### src/rtl/alu_issue_pkg.sv
// rtl/alu_issue_pkg.sv - shared types, opcode constants and field positions for the ALU issue stage
package alu_issue_pkg;

  localparam int NREGS = 8;
  localparam int DW    = 8;
  localparam int AW    = 3;
  localparam int IW    = 16;

  typedef enum logic [1:0] {
    ST_IDLE = 2'd0,
    ST_EXEC = 2'd1,
    ST_WB   = 2'd2
  } state_e;

  localparam logic [3:0] OP_ADD      = 4'b0000;
  localparam logic [3:0] OP_SUB      = 4'b0001;
  localparam logic [3:0] OP_MUL      = 4'b0010;
  localparam logic [3:0] OP_RSVD     = 4'b0011;
  localparam logic [1:0] OP_ROT_PFX  = 2'b01;
  localparam logic       OP_GATE_PFX = 1'b1;

  localparam int OPC_HI = 15;
  localparam int OPC_LO = 12;
  localparam int RD_HI  = 11;
  localparam int RD_LO  = 9;
  localparam int RS1_HI = 8;
  localparam int RS1_LO = 6;
  localparam int RS2_HI = 5;
  localparam int RS2_LO = 3;

  // Flag byte is {Q,L,R,M,N,Z,C,V}, MSB first
  localparam int FLG_V = 0;
  localparam int FLG_C = 1;
  localparam int FLG_Z = 2;
  localparam int FLG_N = 3;
  localparam int FLG_M = 4;
  localparam int FLG_R = 5;
  localparam int FLG_L = 6;
  localparam int FLG_Q = 7;

  function automatic logic is_nop(input logic [3:0] op);
    return op == OP_RSVD;
  endfunction

endpackage

### src/rtl/alu_issue_if.sv
// rtl/alu_issue_if.sv - instruction valid/ready handshake between producer and issue unit
interface alu_issue_if;
  import alu_issue_pkg::*;

  logic          instr_valid;
  logic          instr_ready;
  logic [IW-1:0] instr;

  modport master (output instr_valid, output instr, input instr_ready);
  modport slave  (input instr_valid, input instr, output instr_ready);

endinterface

### src/rtl/alu_regfile.sv
// rtl/alu_regfile.sv - 8x8 register file, two operand reads, debug read, writeback and host load ports
module alu_regfile
  import alu_issue_pkg::*;
(
  input  logic          i_clk,
  input  logic          i_rst_n,
  input  logic [AW-1:0] i_rs1_addr,
  input  logic [AW-1:0] i_rs2_addr,
  output logic [DW-1:0] o_rs1_data,
  output logic [DW-1:0] o_rs2_data,
  input  logic [AW-1:0] i_dbg_addr,
  output logic [DW-1:0] o_dbg_data,
  input  logic          i_wb_en,
  input  logic [AW-1:0] i_wb_addr,
  input  logic [DW-1:0] i_wb_data,
  input  logic          i_ld_en,
  input  logic [AW-1:0] i_ld_addr,
  input  logic [DW-1:0] i_ld_data
);

  logic [DW-1:0] r_mem [NREGS];

  assign o_rs1_data = r_mem[i_rs1_addr];
  assign o_rs2_data = r_mem[i_rs2_addr];
  assign o_dbg_data = r_mem[i_dbg_addr];

  // Writeback is checked first so it wins over a host load to the same entry
  always_ff @(posedge i_clk or negedge i_rst_n) begin
    if (!i_rst_n) begin
      for (int i = 0; i < NREGS; i++) r_mem[i] <= '0;
    end else begin
      for (int i = 0; i < NREGS; i++) begin
        if (i_wb_en && (i_wb_addr == AW'(i)))      r_mem[i] <= i_wb_data;
        else if (i_ld_en && (i_ld_addr == AW'(i))) r_mem[i] <= i_ld_data;
      end
    end
  end

endmodule

### src/rtl/alu_issue_unit.sv
// rtl/alu_issue_unit.sv - accepts instructions, drives ALU inputs, commits result and flags
module alu_issue_unit
  import alu_issue_pkg::*;
(
  input  logic          i_clk,
  input  logic          i_rst_n,
  alu_issue_if.slave    instr_if,
  input  logic          i_ld_en,
  input  logic [AW-1:0] i_ld_addr,
  input  logic [DW-1:0] i_ld_data,
  input  logic [AW-1:0] i_dbg_addr,
  output logic [DW-1:0] o_dbg_data,
  output logic [3:0]    o_alu_ctl,
  output logic [DW-1:0] o_alu_a,
  output logic [DW-1:0] o_alu_b,
  input  logic [DW-1:0] i_alu_z,
  input  logic [DW-1:0] i_alu_flags,
  output logic          o_res_valid,
  output logic [DW-1:0] o_res_z,
  output logic [DW-1:0] o_flags_reg,
  output logic          o_busy
);

  state_e        r_state, w_state_nxt;
  logic          w_ready, w_accept, w_wb_en;
  logic [AW-1:0] w_rs1, w_rs2, r_rd;
  logic [DW-1:0] w_rs1_data, w_rs2_data;
  logic [3:0]    r_alu_ctl;
  logic [DW-1:0] r_alu_a, r_alu_b, r_res_z, r_flags;

  assign w_rs1 = instr_if.instr[RS1_HI:RS1_LO];
  assign w_rs2 = instr_if.instr[RS2_HI:RS2_LO];

  alu_regfile u_regfile (
    .i_clk      (i_clk),
    .i_rst_n    (i_rst_n),
    .i_rs1_addr (w_rs1),
    .i_rs2_addr (w_rs2),
    .o_rs1_data (w_rs1_data),
    .o_rs2_data (w_rs2_data),
    .i_dbg_addr (i_dbg_addr),
    .o_dbg_data (o_dbg_data),
    .i_wb_en    (w_wb_en),
    .i_wb_addr  (r_rd),
    .i_wb_data  (i_alu_z),
    .i_ld_en    (i_ld_en),
    .i_ld_addr  (i_ld_addr),
    .i_ld_data  (i_ld_data)
  );

  always_ff @(posedge i_clk or negedge i_rst_n) begin
    if (!i_rst_n) r_state <= ST_IDLE;
    else          r_state <= w_state_nxt;
  end

  always_comb begin
    w_state_nxt = r_state;
    w_ready     = 1'b0;
    w_accept    = 1'b0;
    w_wb_en     = 1'b0;
    case (r_state)
      ST_IDLE: begin
        w_ready = 1'b1;
        if (instr_if.instr_valid) begin
          w_accept    = 1'b1;
          w_state_nxt = ST_EXEC;
        end
      end
      ST_EXEC: begin
        w_wb_en     = !is_nop(r_alu_ctl);
        w_state_nxt = ST_WB;
      end
      ST_WB:   w_state_nxt = ST_IDLE;
      default: w_state_nxt = ST_IDLE;
    endcase
  end

  // ALU inputs reset to the reserved opcode so the downstream ALU idles harmlessly
  always_ff @(posedge i_clk or negedge i_rst_n) begin
    if (!i_rst_n) begin
      r_alu_ctl <= OP_RSVD;
      r_alu_a   <= '0;
      r_alu_b   <= '0;
      r_rd      <= '0;
      r_res_z   <= '0;
      r_flags   <= '0;
    end else begin
      if (w_accept) begin
        r_alu_ctl <= instr_if.instr[OPC_HI:OPC_LO];
        r_alu_a   <= w_rs1_data;
        r_alu_b   <= w_rs2_data;
        r_rd      <= instr_if.instr[RD_HI:RD_LO];
      end
      if (r_state == ST_EXEC) begin
        r_res_z <= i_alu_z;
        if (w_wb_en) r_flags <= i_alu_flags;
      end
    end
  end

  assign instr_if.instr_ready = w_ready;
  assign o_alu_ctl   = r_alu_ctl;
  assign o_alu_a     = r_alu_a;
  assign o_alu_b     = r_alu_b;
  assign o_res_z     = r_res_z;
  assign o_flags_reg = r_flags;
  assign o_res_valid = (r_state == ST_WB);
  assign o_busy      = (r_state != ST_IDLE);

endmodule

### src/flat_wrapper.sv
// flat-port wrapper written by rule: the top's interface ports become plain ports
module alu_issue_unit_flat import alu_issue_pkg::*;
  (i_clk, i_rst_n, i_ld_en, i_ld_addr, i_ld_data, i_dbg_addr, o_dbg_data, o_alu_ctl, o_alu_a, o_alu_b, i_alu_z, i_alu_flags, o_res_valid, o_res_z, o_flags_reg, o_busy, instr_if_instr_valid, instr_if_instr, instr_if_instr_ready);
  alu_issue_if instr_if_i ();
  input  logic i_clk;
  input  logic i_rst_n;
  input  logic i_ld_en;
  input  logic [AW-1:0] i_ld_addr;
  input  logic [DW-1:0] i_ld_data;
  input  logic [AW-1:0] i_dbg_addr;
  output logic [DW-1:0] o_dbg_data;
  output logic [3:0] o_alu_ctl;
  output logic [DW-1:0] o_alu_a;
  output logic [DW-1:0] o_alu_b;
  input  logic [DW-1:0] i_alu_z;
  input  logic [DW-1:0] i_alu_flags;
  output logic o_res_valid;
  output logic [DW-1:0] o_res_z;
  output logic [DW-1:0] o_flags_reg;
  output logic o_busy;
  input wire logic [$bits(instr_if_i.instr_valid)-1:0] instr_if_instr_valid;
  input wire logic [$bits(instr_if_i.instr)-1:0] instr_if_instr;
  output wire logic [$bits(instr_if_i.instr_ready)-1:0] instr_if_instr_ready;
  assign instr_if_i.instr_valid = instr_if_instr_valid;
  assign instr_if_i.instr = instr_if_instr;
  assign instr_if_instr_ready = instr_if_i.instr_ready;
  alu_issue_unit u_core (.i_clk(i_clk), .i_rst_n(i_rst_n), .instr_if(instr_if_i), .i_ld_en(i_ld_en), .i_ld_addr(i_ld_addr), .i_ld_data(i_ld_data), .i_dbg_addr(i_dbg_addr), .o_dbg_data(o_dbg_data), .o_alu_ctl(o_alu_ctl), .o_alu_a(o_alu_a), .o_alu_b(o_alu_b), .i_alu_z(i_alu_z), .i_alu_flags(i_alu_flags), .o_res_valid(o_res_valid), .o_res_z(o_res_z), .o_flags_reg(o_flags_reg), .o_busy(o_busy));
endmodule
### config.mk
export PLATFORM = sky130hd
export DESIGN_NAME = alu_issue_unit_flat
export DESIGN_NICKNAME = d
export VERILOG_FILES = /design/src/rtl/alu_issue_pkg.sv /design/src/rtl/alu_issue_if.sv /design/src/rtl/alu_regfile.sv /design/src/rtl/alu_issue_unit.sv /design/src/flat_wrapper.sv
export SDC_FILE = /design/constraint.sdc
export NUM_CORES = 1
export LEC_CHECK = 0
export ABC_CLOCK_PERIOD_IN_PS = 2000
export CORE_ASPECT_RATIO = 0.5
export CORE_MARGIN = 1
export CORE_UTILIZATION = 35
export CTS_CLUSTER_DIAMETER = 30
export DETAILED_ROUTE_END_ITERATION = 8
export SLEW_MARGIN = 25
export SYNTH_ARGS = -nofsm -noshare
export SYNTH_HDL_FRONTEND = slang
export SYNTH_SLANG_ARGS = --single-unit
export TNS_END_PERCENT = 30
### constraint.sdc
create_clock -name i_clk -period 2 [get_ports i_clk]
set_input_delay 0.4 -clock i_clk [delete_from_list [all_inputs] [get_ports i_clk]]
set_output_delay 0.4 -clock i_clk [all_outputs]
set_load 0.005 [all_outputs]
==> results.py, run 1 <==
metrics = {
    "worst_setup_path": {
        "cp.arrival_ns": 1.63,
        "critPathRequiredTime_ns": 1.60,
        "cp-start-kind": "flop",
        "crit_path_end_kind": "output port",
        "worstSetupPathType": "reg2out",
        "critPathMaxFanout": 2,
    },
    "timing": {
        "skew_ns": 0.00961,
        "slew_headroom": 0.351,
        "fin_worst_hold_slack_ns": 0.480,
        "worst_slew_pin_slew_ns": 0.972,
        "setup_ws_ns": -0.0322,
        "rsz0062_at_grt": "true",
        "max_freq_ghz": 0.492,
        "period_share": 1.02,
        "min_period_ns": 2.03,
        "slew_violations": 0,
        "hold_viol_final": 0,
        "setup-violations-final": 7,
    },
    "synth": {
        "syn_area_per_cell_um2": 13.4,
        "syn-num-nets": 528,
        "synth_seq_area_share": 0.410,
        "synth_area_um2": 6410,
        "synth_cell_types": 29,
        "ys_ff_latch": 105,
        "yosysWarnings": 0,
        "syn_inst": 478,
    },
    "cts": {
        "htreeDepth": 3,
        "cts_buffers": 9,
        "clockBufferDepth": 2,
        "cts.sinks": 105,
        "root_buffer": "clkbuf_16",
        "cts_tree": "done",
        "clock_latency_ns": 0.35,
        "clkTransAtPathRegs_ns": 0.08,
    },
    "pwr": {
        "p_int_mw": 7.42,
        "clkPwrFrac": 0.173,
        "pwr-share-seq": 0.344,
        "leakagePower_nw": 3.71,
        "switching_share": 0.300,
        "p_switching_mw": 3.19,
        "powerDensity_nw_per_um2": 1210,
        "irDropWorstVdd_mv": 0.436,
        "comb_power_share": 0.483,
    },
    "drt": {
        "drt-wirelength-per-cell_um": 21.8,
        "drc": 4,
        "vias": 4743,
        "avgViaCountPerCell": 5.32,
        "drtIter0Drc": 267,
        "wl_mm": 19.5,
        "drtAntennaViolNets": 0,
        "firstDrtPassIters": 6,
    },
    "placement": {
        "place_area_um2": 8260,
        "placement.io_buffers": 93,
        "post-place-cells": 859,
        "routabilityCongestion": 0.821,
        "dp_hpwl_mm": 13.2,
        "dpl_worst_slack_ns": -0.796,
    },
    "global_route": {
        "grtUsageMet1": 0.300,
        "grt-ovfl-total": 0,
        "grt_pass1_vias": 4900,
        "busiest_layer": "met2",
        "grtUsageMet3": 0.0434,
        "grt_pass1_wl_mm": 30.1,
        "grt_use_met2": 0.339,
        "antenna_found_initial": 0,
        "grt_max_degree": 43,
        "grt_usage": 0.214,
    },
    "finish": {
        "final_area_um2": 8760,
        "synthToLayoutAreaGrowth_pct": 36.7,
        "antenna_cells": 0,
        "layout.cells.non_filler": 891,
        "final_nets": 702,
        "nFillCells": 1548,
        "top_register": "u_core.u_regfile.r_mem",
        "final_common_cell": "mux2_2",
        "final_cell_mix": "mux2_2, dfrtp_1, buf_4",
        "largest_reg_flops": 64,
        "drive_above_1_share": 0.502,
    },
    "floorplanning": {
        "start_util": 0.363,
        "fp.dieH_um": 97.7,
        "die_width_um": 193,
        "io_pins": 97,
        "core_area_um2": 17700,
        "die-area_um2": 18900,
        "core.rowCount": 34,
    },
    "worst_hold_path": {
        "hp-class": "reg2reg",
    },
    "flow_run": {
        "drv_cap": 0,
    },
    "run_status": {
        "status": "finished, violations left",
        "violations": "design-rule violations, negative setup slack",
    },
}
-- through the flow --
| step | setup TNS [ns] | power [mW] | util |
|---|---|---|---|
| 3_5_place_dp | -18.34 | 8.54 | 0.468 |
| 6_report | -0.0807 | 10.6 | 0.496 |
| 2_1_floorplan | 0 | 6.21 | - |
| 4_1_cts | -0.176 | 10.6 | 0.494 |
| 5_1_grt | -0.477 | 11.3 | 0.496 |
| 3_3_place_gp | -17.10 | 8.43 | 0.468 |
-- logic make-up (layout without fill, tap and decap cells) --
kind of cell | Yosys count | count (layout) | synth area share
AOI/OAI and AO/OA | 48 | 48 | 0.0562
buffers and inverters | 36 | 215 | 0.0353
DFF | 105 | 105 | 0.410
muxes | 239 | 239 | 0.442
and+or+nand+nor | 50 | 50 | 0.0560
-- routing by layer --
layer  part of all wire  up-vias
li1                   -     2195
met4              0.012        0
met1               0.45     2395
met5                  0        -
met2               0.46      139
met3              0.074       14
-- power by group through the flow --
stage / Combinational, mW / Sequential, mW / Clock (mW)
final: 5.13 / 3.65 / 1.84
after global routing: 5.54 / 3.75 / 1.98
after CTS: 5.10 / 3.64 / 1.90
after detailed placement: 4.81 / 3.73 / 0
after global placement: 4.71 / 3.72 / 0
after floorplan: 2.55 / 3.65 / 0
-- final cells by class --
| type | count | area (um2) | area share |
|---|---|---|---|
| clock buffer | 9 | 225 | 0.0257 |
| clock inverter | 7 | 77.6 | 0.00886 |
| inverter | 2 | 7.51 | 0.000857 |
| multi-input combinational | 337 | 3590 | 0.410 |
| sequential | 105 | 2630 | 0.300 |
| tap | 234 | 293 | 0.0334 |
| timing repair buffer | 197 | 1930 | 0.221 |
-- final timing paths --
path                                                   startpoint                                     end  cells after the start  slack, ns
max reg2reg                       u_core.o_alu_ctl[0]$_DFFE_PN1P_  u_core.u_regfile.r_mem[31]$_DFFE_PN0P_                      4       0.16
min                                 u_core.o_alu_a[7]$_DFFE_PN0P_           u_core.o_alu_a[7]$_DFFE_PN0P_                      2       0.48
max in group asynchronous                                 i_rst_n   u_core.u_regfile.r_mem[8]$_DFFE_PN0P_                      3       0.91
max                        u_core.u_regfile.r_mem[36]$_DFFE_PN0P_                           o_dbg_data[4]                      3      -0.03
min in group asynchronous                                 i_rst_n       u_core.o_flags_reg[7]$_DFFE_PN0P_                      2       0.51
min reg2reg                         u_core.o_alu_a[7]$_DFFE_PN0P_           u_core.o_alu_a[7]$_DFFE_PN0P_                      2       0.48
-- synthesized netlist by cell type, drive strengths merged --
library cell,instances,share of area
mux2,191,0.34
dfrtp,103,0.40
mux2i,32,0.050
buf,28,0.031
nand2,18,0.011
a22o,16,0.022
mux4,16,0.056
o22ai,16,0.016
o31ai,16,0.019
nand4b,7,0.013
clkbuf,6,0.0035
nor2b,6,0.0059
nand4,5,0.0068
and4bb,3,0.0059
nor2,3,0.0018
and2,2,0.0020
dfstp,2,0.0082
inv,2,0.0012
nand2b,2,0.0020
nand4bb,1,0.0018
nor4b,1,0.0037
or2,1,0.00098
or3b,1,0.0014
-- what timing repair did --
item	4_1_cts	5_1_grt
endpoints found under the hold margin	21	0
hold buffers	1	0
gates cloned	2	0
setup endpoints to repair	9	72
pin swaps	0	0
resized for setup	52	3
setup buffers	12	1
-- critical path, cell delays in order, from the launching register on --
cell and delay [ns]:
dfrtp_1 0.41, mux4_2 0.47, mux2_4 0.29, buf_6 0.12
Note: power is estimated with default switching activity, not from simulation.
==> inputs of run 2 (changes only) <==
ABC_CLOCK_PERIOD_IN_PS = 2500   (was 2000)
CORE_MARGIN = unset   (was 1)
HOLD_SLACK_MARGIN = 0.02   (was unset)
clock period = 2.5 ns   (was 2 ns; I/O delays follow)
==> results.py, run 2 (synthesis results as in run 1) <==
metrics = {
    "drt": {
        "drtIter0Drc": 250,
        "drc": 4,
        "firstDrtPassIters": 6,
        "avgViaCountPerCell": 5.45,
        "wl_mm": 19.3,
        "vias": 4515,
        "drtAntennaViolNets": 0,
        "drt-wirelength-per-cell_um": 23.3,
    },
    "pwr": {
        "leakagePower_nw": 3.39,
        "powerDensity_nw_per_um2": 941,
        "irDropWorstVdd_mv": 0.398,
        "power_mw": 7.75,
    },
    "cts": {
        "clkTransAtPathRegs_ns": 0.08,
        "clockBufferDepth": 2,
        "root_buffer": "clkbuf_16",
        "cts.sinks": 105,
        "cts_buffers": 9,
        "cts_tree": "done",
        "clock_latency_ns": 0.35,
        "htreeDepth": 3,
    },
    "timing": {
        "period_share": 0.977,
        "min_period_ns": 2.44,
        "skew_ns": 0.0113,
        "rsz0062_at_grt": "false",
        "max_freq_ghz": 0.409,
        "slew_headroom": 0.524,
        "worst_slew_pin_slew_ns": 0.715,
        "hold_viol_final": 0,
        "slew_violations": 0,
        "setup-violations-final": 0,
        "setup_ws_ns": 0.0565,
        "setup_tns_ns": 0,
    },
    "worst_setup_path": {
        "critPathRequiredTime_ns": 2.00,
        "worstSetupPathType": "in2out",
        "crit_path_end_kind": "output port",
        "cp.arrival_ns": 1.94,
        "cp-start-kind": "input port",
        "critPathMaxFanout": 5,
    },
    "run_status": {
        "status": "finished, violations left",
        "violations": "design-rule violations",
    },
    "floorplanning": {
        "core_area_um2": 17700,
        "fp.dieH_um": 97.7,
        "start_util": 0.363,
        "io_pins": 97,
        "core.rowCount": 34,
        "die-area_um2": 18900,
        "die_width_um": 193,
    },
    "flow_run": {
        "drv_cap": 0,
    },
    "placement": {
        "dp_hpwl_mm": 12.5,
        "dpl_worst_slack_ns": -0.499,
        "placement.io_buffers": 93,
        "routabilityCongestion": 0.800,
    },
    "finish": {
        "final_cell_mix": "mux2_2, dfrtp_1, clkdlybuf4s50_1",
        "largest_reg_flops": 64,
        "final_common_cell": "mux2_2",
        "drive_above_1_share": 0.436,
        "final_nets": 639,
        "synthToLayoutAreaGrowth_pct": 28.5,
        "top_register": "u_core.u_regfile.r_mem",
        "antenna_cells": 0,
    },
    "global_route": {
        "grt_pass1_wl_mm": 29.4,
        "grt-ovfl-total": 0,
        "grt_max_degree": 50,
        "grt_usage": 0.210,
        "antenna_found_initial": 0,
        "grt_pass1_vias": 4697,
    },
    "worst_hold_path": {
        "hp-class": "in2async",
    },
}
==> run 2: cell types whose count changed in the layout (fill, tap and decap cells not counted), sizes merged <==
| cell | before | now |
|---|---|---|
| buf | 112 | 43 |
| dlygate4sd2 | 1 | 6 |
| clkinv | 3 | 0 |
| dlymetal6s2s | 0 | 2 |
| inv | 4 | 6 |
| bufbuf | 1 | 0 |
| clkbuf | 9 | 10 |
| clkdlybuf4s50 | 81 | 82 |
| dlygate4sd3 | 1 | 0 |
==> run 2: power by group <==
| group | switching (mW) | internal (mW) |
|---|---|---|
| Sequential | 0.690 | 2.44 |
| Clock | 0.711 | 0.821 |
| Combinational | 1.00 | 2.08 |
==> run 2: worst max-delay path: stages <==
cell	delay [ns]
buf_4	0.13
buf_12	0.12
buf_4	0.12
mux4_2	0.49
mux2_2	0.30
dlygate4sd2_1	0.27
==> run 2: worst paths after layout <==
| check | start | end | slack [ns] | cells after the start |
|---|---|---|---|---|
| worst max-delay path | i_dbg_addr[0] | o_dbg_data[7] | 0.06 | 6 |
| worst min-delay path | i_rst_n | u_core.o_alu_ctl[3]$_DFFE_PN0P_ | 0.19 | 1 |
| worst max register to register | u_core.r_state[0]$_DFFE_PN0P_ | u_core.u_regfile.r_mem[61]$_DFFE_PN0P_ | 0.60 | 4 |
| worst min register to register | u_core.o_alu_b[5]$_DFFE_PN0P_ | u_core.o_alu_b[5]$_DFFE_PN0P_ | 0.48 | 2 |
| max in group asynchronous | i_rst_n | u_core.o_res_z[0]$_DFFE_PN0N_ | 1.68 | 2 |
| min in group i_clk | u_core.o_alu_b[5]$_DFFE_PN0P_ | u_core.o_alu_b[5]$_DFFE_PN0P_ | 0.48 | 2 |
==> run 2: layer usage <==
layer | vias to the layer above | GRT usage | part of all wire
met4 | 0 | 0.0388 | 0.0095
li1 | 2065 | - | -
met3 | 14 | 0.0420 | 0.072
met1 | 2307 | 0.297 | 0.47
met2 | 129 | 0.333 | 0.45
met5 | - | 0 | 0
==> run 2: through the flow <==
step / instance area [um2] / instances / hold slack (ns) / utilization
CTS: 8180 / 822 / 0.214 / 0.463
global route: 8230 / 828 / 0.243 / 0.466
finish: 8230 / 828 / 0.194 / 0.466
global placement: 7810 / 803 / 0.465 / 0.443
floorplan: 6410 / 478 / 0.204 / -
detailed placement: 7810 / 803 / 0.470 / 0.443
==> run 2: repair_timing <==
action                                 4_1_cts  5_1_grt
setup endpoints to repair                    8        3
gates resized for setup                     16        3
endpoints found under the hold margin        0        0
setup buffers                                1        6
hold buffers                                 0        0
gates cloned                                 2        0
==> run 2: final cells by class <==
cell class | count | area, um2
fill | 1525 | 9420
multi-input combinational | 337 | 3550
sequential | 105 | 2630
timing repair buffer | 134 | 1440
tap | 234 | 293
clock buffer | 10 | 239
clock inverter | 6 | 72.6
inverter | 2 | 7.51
==> inputs of run 3 (changes only) <==
ABC_AREA = 1   (was unset)
CORE_UTILIZATION = 45   (was 35)
PLACE_DENSITY = 0.67   (was unset)
==> results.py, run 3 <==
metrics = {
    "drt": {
        "firstDrtPassIters": 6,
        "vias": 8066,
        "drtIter0Drc": 1071,
        "drc": 0,
        "drtAntennaViolNets": 0,
        "avgViaCountPerCell": 5.70,
        "wl_mm": 26.4,
        "drt-wirelength-per-cell_um": 18.6,
    },
    "synth": {
        "synthTopCellsByArea": "dfrtp_1, nand2_1, nand3_1, nand4_1, inv_1",
        "synth_edf_count": 0,
        "syn-num-nets": 1186,
        "synth_common_cells": "nand2_1, nand3_1, dfrtp_1",
        "synth_seq_area_share": 0.366,
        "ys_async_sr_fraction": 1.00,
        "yosysMostFrequentCell": "nand2_1",
        "ys_ff_latch": 105,
        "syn_area_per_cell_um2": 6.33,
        "yosysWarnings": 0,
        "synth_cell_types": 23,
        "synth.top_cell.area_share": 0.358,
        "synth_area_um2": 7190,
        "syn_inst": 1136,
        "synthFlopType": "dfrtp_1",
        "synth_area_leader_cell": "dfrtp_1",
    },
    "worst_setup_path": {
        "critPathMaxFanout": 8,
        "critPathRequiredTime_ns": 2.00,
        "reg2reg_depth": 5,
        "cp-start-kind": "input port",
        "crit_path_end_kind": "output port",
        "r2r-start": "u_core.r_state[1]$_DFFE_PN0P_",
        "rrSetupSlack_ns": 0.79,
        "cp.arrival_ns": 1.89,
        "r2r_end": "u_core.o_res_z[5]$_DFFE_PN0N_",
        "worstSetupPathType": "in2out",
    },
    "global_route": {
        "grt_pass1_wl_mm": 41.0,
        "grt_pass1_vias": 7179,
        "grt_usage": 0.328,
        "antenna_found_initial": 0,
        "grt_max_degree": 82,
        "grt-ovfl-total": 0,
    },
    "floorplanning": {
        "die_width_um": 181,
        "fp.dieH_um": 91.4,
        "core_area_um2": 15500,
        "io_pins": 97,
        "core.rowCount": 32,
        "die-area_um2": 16500,
        "start_util": 0.464,
    },
    "finish": {
        "final_nets": 1256,
        "final_util": 0.560,
        "top_register": "u_core.u_regfile.r_mem",
        "final_common_cell": "nand2_1",
        "drive_above_1_share": 0.0677,
        "largest_reg_flops": 64,
        "antenna_cells": 0,
        "final_cell_mix": "nand2_1, nand3_1, dfrtp_1",
        "synthToLayoutAreaGrowth_pct": 20.6,
    },
    "pwr": {
        "p_int_mw": 4.40,
        "pwr-share-seq": 0.401,
        "powerDensity_nw_per_um2": 895,
        "leakagePower_nw": 4.50,
        "comb_power_share": 0.414,
        "irDropWorstVdd_mv": 0.420,
        "switching_share": 0.433,
        "p_switching_mw": 3.36,
        "clkPwrFrac": 0.185,
    },
    "placement": {
        "placement.io_buffers": 93,
        "dpl_worst_slack_ns": -0.296,
        "dp_hpwl_mm": 18.6,
        "routabilityCongestion": 1.01,
    },
    "flow_run": {
        "drv_cap": 0,
    },
    "timing": {
        "slew_violations": 0,
        "rsz0062_at_grt": "false",
        "period_share": 0.957,
        "max_freq_ghz": 0.418,
        "setup_ws_ns": 0.107,
        "slew_headroom": 0.520,
        "worst_slew_pin_slew_ns": 0.720,
        "hold_viol_final": 0,
        "min_period_ns": 2.39,
        "setup-violations-final": 0,
        "skew_ns": 0.0106,
    },
    "cts": {
        "clkTransAtPathRegs_ns": 0.07,
        "clockBufferDepth": 2,
        "cts_tree": "done",
        "htreeDepth": 3,
        "clock_latency_ns": 0.37,
        "cts_buffers": 9,
        "root_buffer": "clkbuf_16",
        "cts.sinks": 105,
    },
    "run_status": {
        "status": "completed",
    },
    "worst_hold_path": {
        "hp-class": "in2async",
    },
}
run 3: kinds of logic after synthesis:
family	share of synthesized area
compound gates	0.0522
simple gates	0.484
flops	0.366
buf+inv	0.0985
run 3: worst max path at each step:
stage | to | slack, ns | start | depth (start not counted)
after floorplan | o_dbg_data[5] | 0.74 | i_dbg_addr[1] | 8
after global placement | o_dbg_data[0] | -0.26 | i_dbg_addr[0] | 9
after detailed placement | o_dbg_data[7] | -0.30 | i_dbg_addr[0] | 9
after CTS | o_dbg_data[7] | 0.02 | i_dbg_addr[0] | 9
after global routing | o_dbg_data[0] | 0.02 | i_dbg_addr[0] | 8
final | o_dbg_data[0] | 0.11 | i_dbg_addr[2] | 5
run 3: layout make-up:
type                       count  area (um2)
clock inverter                 6        60.1
fill                        1548        6820
clock buffer                  10         239
timing repair buffer         130        1250
multi-input combinational    859        3850
sequential                   105        2630
inverter                     101         383
tap                          204         255
run 3: routing by layer:
metal / track usage / vias up / wire length (um)
li1: - / 3807 / -
met2: 0.447 / 486 / 10500
met1: 0.507 / 3734 / 11900
met3: 0.0714 / 39 / 3480
met4: 0.0954 / 0 / 570
met5: 0 / - / 0
run 3: what timing repair did:
| action | 4_1_cts | 5_1_grt |
|---|---|---|
| setup buffers | 2 | 0 |
| endpoints found under the setup margin | 8 | 8 |
| hold buffers | 0 | 0 |
| gates resized for setup | 4 | 6 |
run 3: power groups by stage:
stage	registers [mW]	clock network [mW]	logic (mW)
global placement	3.08	0	3.08
detailed placement	3.10	0	3.13
finish	3.12	1.44	3.21
CTS	3.07	1.46	3.17
floorplan	2.79	0	1.89
global route	3.17	1.54	3.56
run 3: worst max-delay path, stage by stage:
cell,delay (ns)
clkdlybuf4s50_1,0.45
inv_1,0.22
nand2_1,0.08
nand2_1,0.12
clkdlybuf4s50_1,0.52
run 3: per-stage QoR:
step | area (um2) | std cells | TNS, ns | power, mW | hold slack [ns]
finish | 8670 | 1415 | 0 | 7.76 | 0.169
global route | 8670 | 1415 | 0 | 8.27 | 0.223
CTS | 8680 | 1415 | 0 | 7.70 | 0.211
detailed placement | 8350 | 1397 | -2.14 | 6.23 | 0.463
global placement | 8350 | 1397 | -1.78 | 6.15 | 0.458
floorplan | 7190 | 1136 | 0 | 4.68 | 0.204
==> RTL edit, RTL diff (flow settings as in run 3) <==
Reset style: synchronous (`i_rst_n`), changed in 3 clocked blocks.
--- a/src/rtl/alu_regfile.sv
+++ b/src/rtl/alu_regfile.sv
@@ -25,7 +25,7 @@
   assign o_dbg_data = r_mem[i_dbg_addr];
 
   // Writeback is checked first so it wins over a host load to the same entry
-  always_ff @(posedge i_clk or negedge i_rst_n) begin
+  always_ff @(posedge i_clk) begin
     if (!i_rst_n) begin
       for (int i = 0; i < NREGS; i++) r_mem[i] <= '0;
     end else begin
--- a/src/rtl/alu_issue_unit.sv
+++ b/src/rtl/alu_issue_unit.sv
@@ -48,7 +48,7 @@
     .i_ld_data  (i_ld_data)
   );
 
-  always_ff @(posedge i_clk or negedge i_rst_n) begin
+  always_ff @(posedge i_clk) begin
     if (!i_rst_n) r_state <= ST_IDLE;
     else          r_state <= w_state_nxt;
   end
@@ -76,7 +76,7 @@
   end
 
   // ALU inputs reset to the reserved opcode so the downstream ALU idles harmlessly
-  always_ff @(posedge i_clk or negedge i_rst_n) begin
+  always_ff @(posedge i_clk) begin
     if (!i_rst_n) begin
       r_alu_ctl <= OP_RSVD;
       r_alu_a   <= '0;
Function: differs if i_rst_n is asserted again (counterexample within 4 cycles, from zero or initial values and one cycle with i_rst_n low); with i_rst_n held inactive, the same outputs for 4 cycles.
==> RTL edit against run 3 <==
Hold slack improved by 0.30 ns. Wire length decreased by 13%. Synthesized area decreased by 6.8%. Non-clock buffer count decreased by 10. Sequential cell count unchanged. Via count decreased by 13%. Final area decreased by 6.3%. Setup slack got worse by 0.068 ns. Die area decreased by 6.7%. Critical endpoint unchanged. Highest routed layer unchanged.
Power is not compared: it rests on default switching activity, and its combinational part moved more than twofold at a synthesized area within 25%.
==> RTL edit: results (changes against run 3) <==
{| class="wikitable"
! Metric !! Value
|-
| Arrival time of data at the critical path endpoint || 1.96 ns (was 1.89 ns)
|-
| Via count of the first global-routing pass || 5,938 (was 7,179)
|-
| Type of the worst min-delay path || flop to flop (was primary input to async pin)
|-
| Worst Setup Slack post-DPL || -0.2610 ns (was -0.2956 ns)
|-
| Worst slack on hold paths || 0.4644 ns (was 0.1692 ns)
|-
| Worst Clk Skew || 0.01335 ns (was 0.01064 ns)
|-
| Global-route wire length before repair || 34,930 microns (was 40,990 microns)
|-
| Share of layout cells above drive strength 1 || 0.06805 (was 0.06771)
|-
| Last weighted congestion value of the routability-driven placer || 1.014 (was 1.009)
|-
| Flip-flop cell with the highest count after synthesis || sky130_fd_sc_hd__edfxtp_1 (was sky130_fd_sc_hd__dfrtp_1)
|-
| Top cells by instance count after synthesis || 242 x sky130_fd_sc_hd__nand2_1, 159 x sky130_fd_sc_hd__nand3_1, 124 x sky130_fd_sc_hd__nor2_1, 99 x sky130_fd_sc_hd__inv_1, 85 x sky130_fd_sc_hd__a21oi_1 (was 496 x sky130_fd_sc_hd__nand2_1, 184 x sky130_fd_sc_hd__nand3_1, 103 x sky130_fd_sc_hd__dfrtp_1, 90 x sky130_fd_sc_hd__inv_1, 64 x sky130_fd_sc_hd__nand4_1)
|-
| Maximum number of pins on one net before global-route repair || 52 (was 82)
|-
| Placed Cells incl. Taps || 1,239 (was 1,397)
|-
| Layout Nets || 1,103 (was 1,256)
|-
| Vias post-DR || 6,995 (was 8,066)
|-
| Status || finished clean (unchanged)
|-
| Distinct cell type count after synthesis || 29 (was 23)
|-
| Register-to-register path setup slack || 0.50 ns (was 0.79 ns)
|-
| Fill cell instance count of the final layout || 1,409 (was 1,548)
|-
| Worst reg2reg startpoint || u_core.r_state[0] (was u_core.r_state[1])
|-
| Post-synthesis average cell area || 6.799 sq um (was 6.331 sq um)
|-
| Max FO, Critical Path || 16 (was 8)
|-
| Wire per inst || 18.35 microns (was 18.63 microns)
|-
| Syn_nets || 1,036 (was 1,186)
|-
| Number of enable-type register cells in the synthesized netlist || 64 (was 0)
|}
-- RTL edit: routing by layer --
layer / vias to the layer above / track usage / share of wire
met2: 433 / 0.4661 / 0.43
met5: - / 0 / 0
met1: 3198 / 0.4391 / 0.44
met4: 0 / 0.07273 / 0.012
li1: 3340 / - / -
met3: 24 / 0.06186 / 0.12
-- RTL edit: logic make-up (layout without fill, tap and decap cells) --
| logic type | after synthesis | in the layout | synth area share |
|---|---|---|---|
| buffers and inverters | 167 | 239 | 0.1058 |
| AOI/OAI and AO/OA | 162 | 162 | 0.1262 |
| and+or+nand+nor | 552 | 552 | 0.3589 |
| DFF | 105 | 105 | 0.4091 |
-- RTL edit: area by class of cell --
type / count / area, sq um / share of cell area
Multi-Input combinational cell: 714 / 3256 / 0.4008
Inverter: 103 / 395.4 / 0.04868
Clock inverter: 6 / 60.06 / 0.007394
Timing Repair Buffer: 120 / 1191 / 0.1466
Tap cell: 198 / 247.7 / 0.03050
Sequential cell: 105 / 2743 / 0.3376
Clock buffer: 10 / 230.2 / 0.02834
-- RTL edit: power breakdown --
| group | total [W] | internal, W | switching (W) | leakage, nW |
|---|---|---|---|---|
| registers | 0.00204 | 0.00195 | 0.0000837 | 1.00 |
| logic | 0.000909 | 0.000371 | 0.000538 | 2.42 |
| clock network | 0.00142 | 0.000709 | 0.000715 | 0.146 |
-- RTL edit: timing repair --
| item | 4_1_cts | 5_1_grt |
|---|---|---|
| setup buffers | 1 | 0 |
| hold endpoints to repair | 0 | 0 |
| gates cloned | 0 | 0 |
| hold buffers | 0 | 0 |
| endpoints found under the setup margin | 8 | 7 |
| resized for setup | 3 | 7 |
-- RTL edit: worst max path at each step --
stage / from / end / slack (ns) / cells past startpoint
after floorplan: i_rst_n / u_core.u_regfile.r_mem[6][0] / 0.67 / 5
after global placement: i_dbg_addr[1] / o_dbg_data[0] / -0.23 / 7
after detailed placement: i_dbg_addr[1] / o_dbg_data[0] / -0.26 / 7
after CTS: i_dbg_addr[1] / o_dbg_data[0] / 0.03 / 8
after global routing: i_dbg_addr[1] / o_dbg_data[0] / -0.04 / 8
final: i_dbg_addr[1] / o_dbg_data[0] / 0.04 / 8
-- RTL edit: critical path, stage by stage --
cell                              delay (ns)
sky130_fd_sc_hd__clkdlybuf4s15_1        0.23
sky130_fd_sc_hd__clkinvlp_4             0.12
sky130_fd_sc_hd__buf_12                 0.16
sky130_fd_sc_hd__a21oi_1                0.11
sky130_fd_sc_hd__o21ai_0                0.09
sky130_fd_sc_hd__nand3_1                0.07
sky130_fd_sc_hd__o21a_1                 0.17
sky130_fd_sc_hd__clkdlybuf4s50_1        0.51
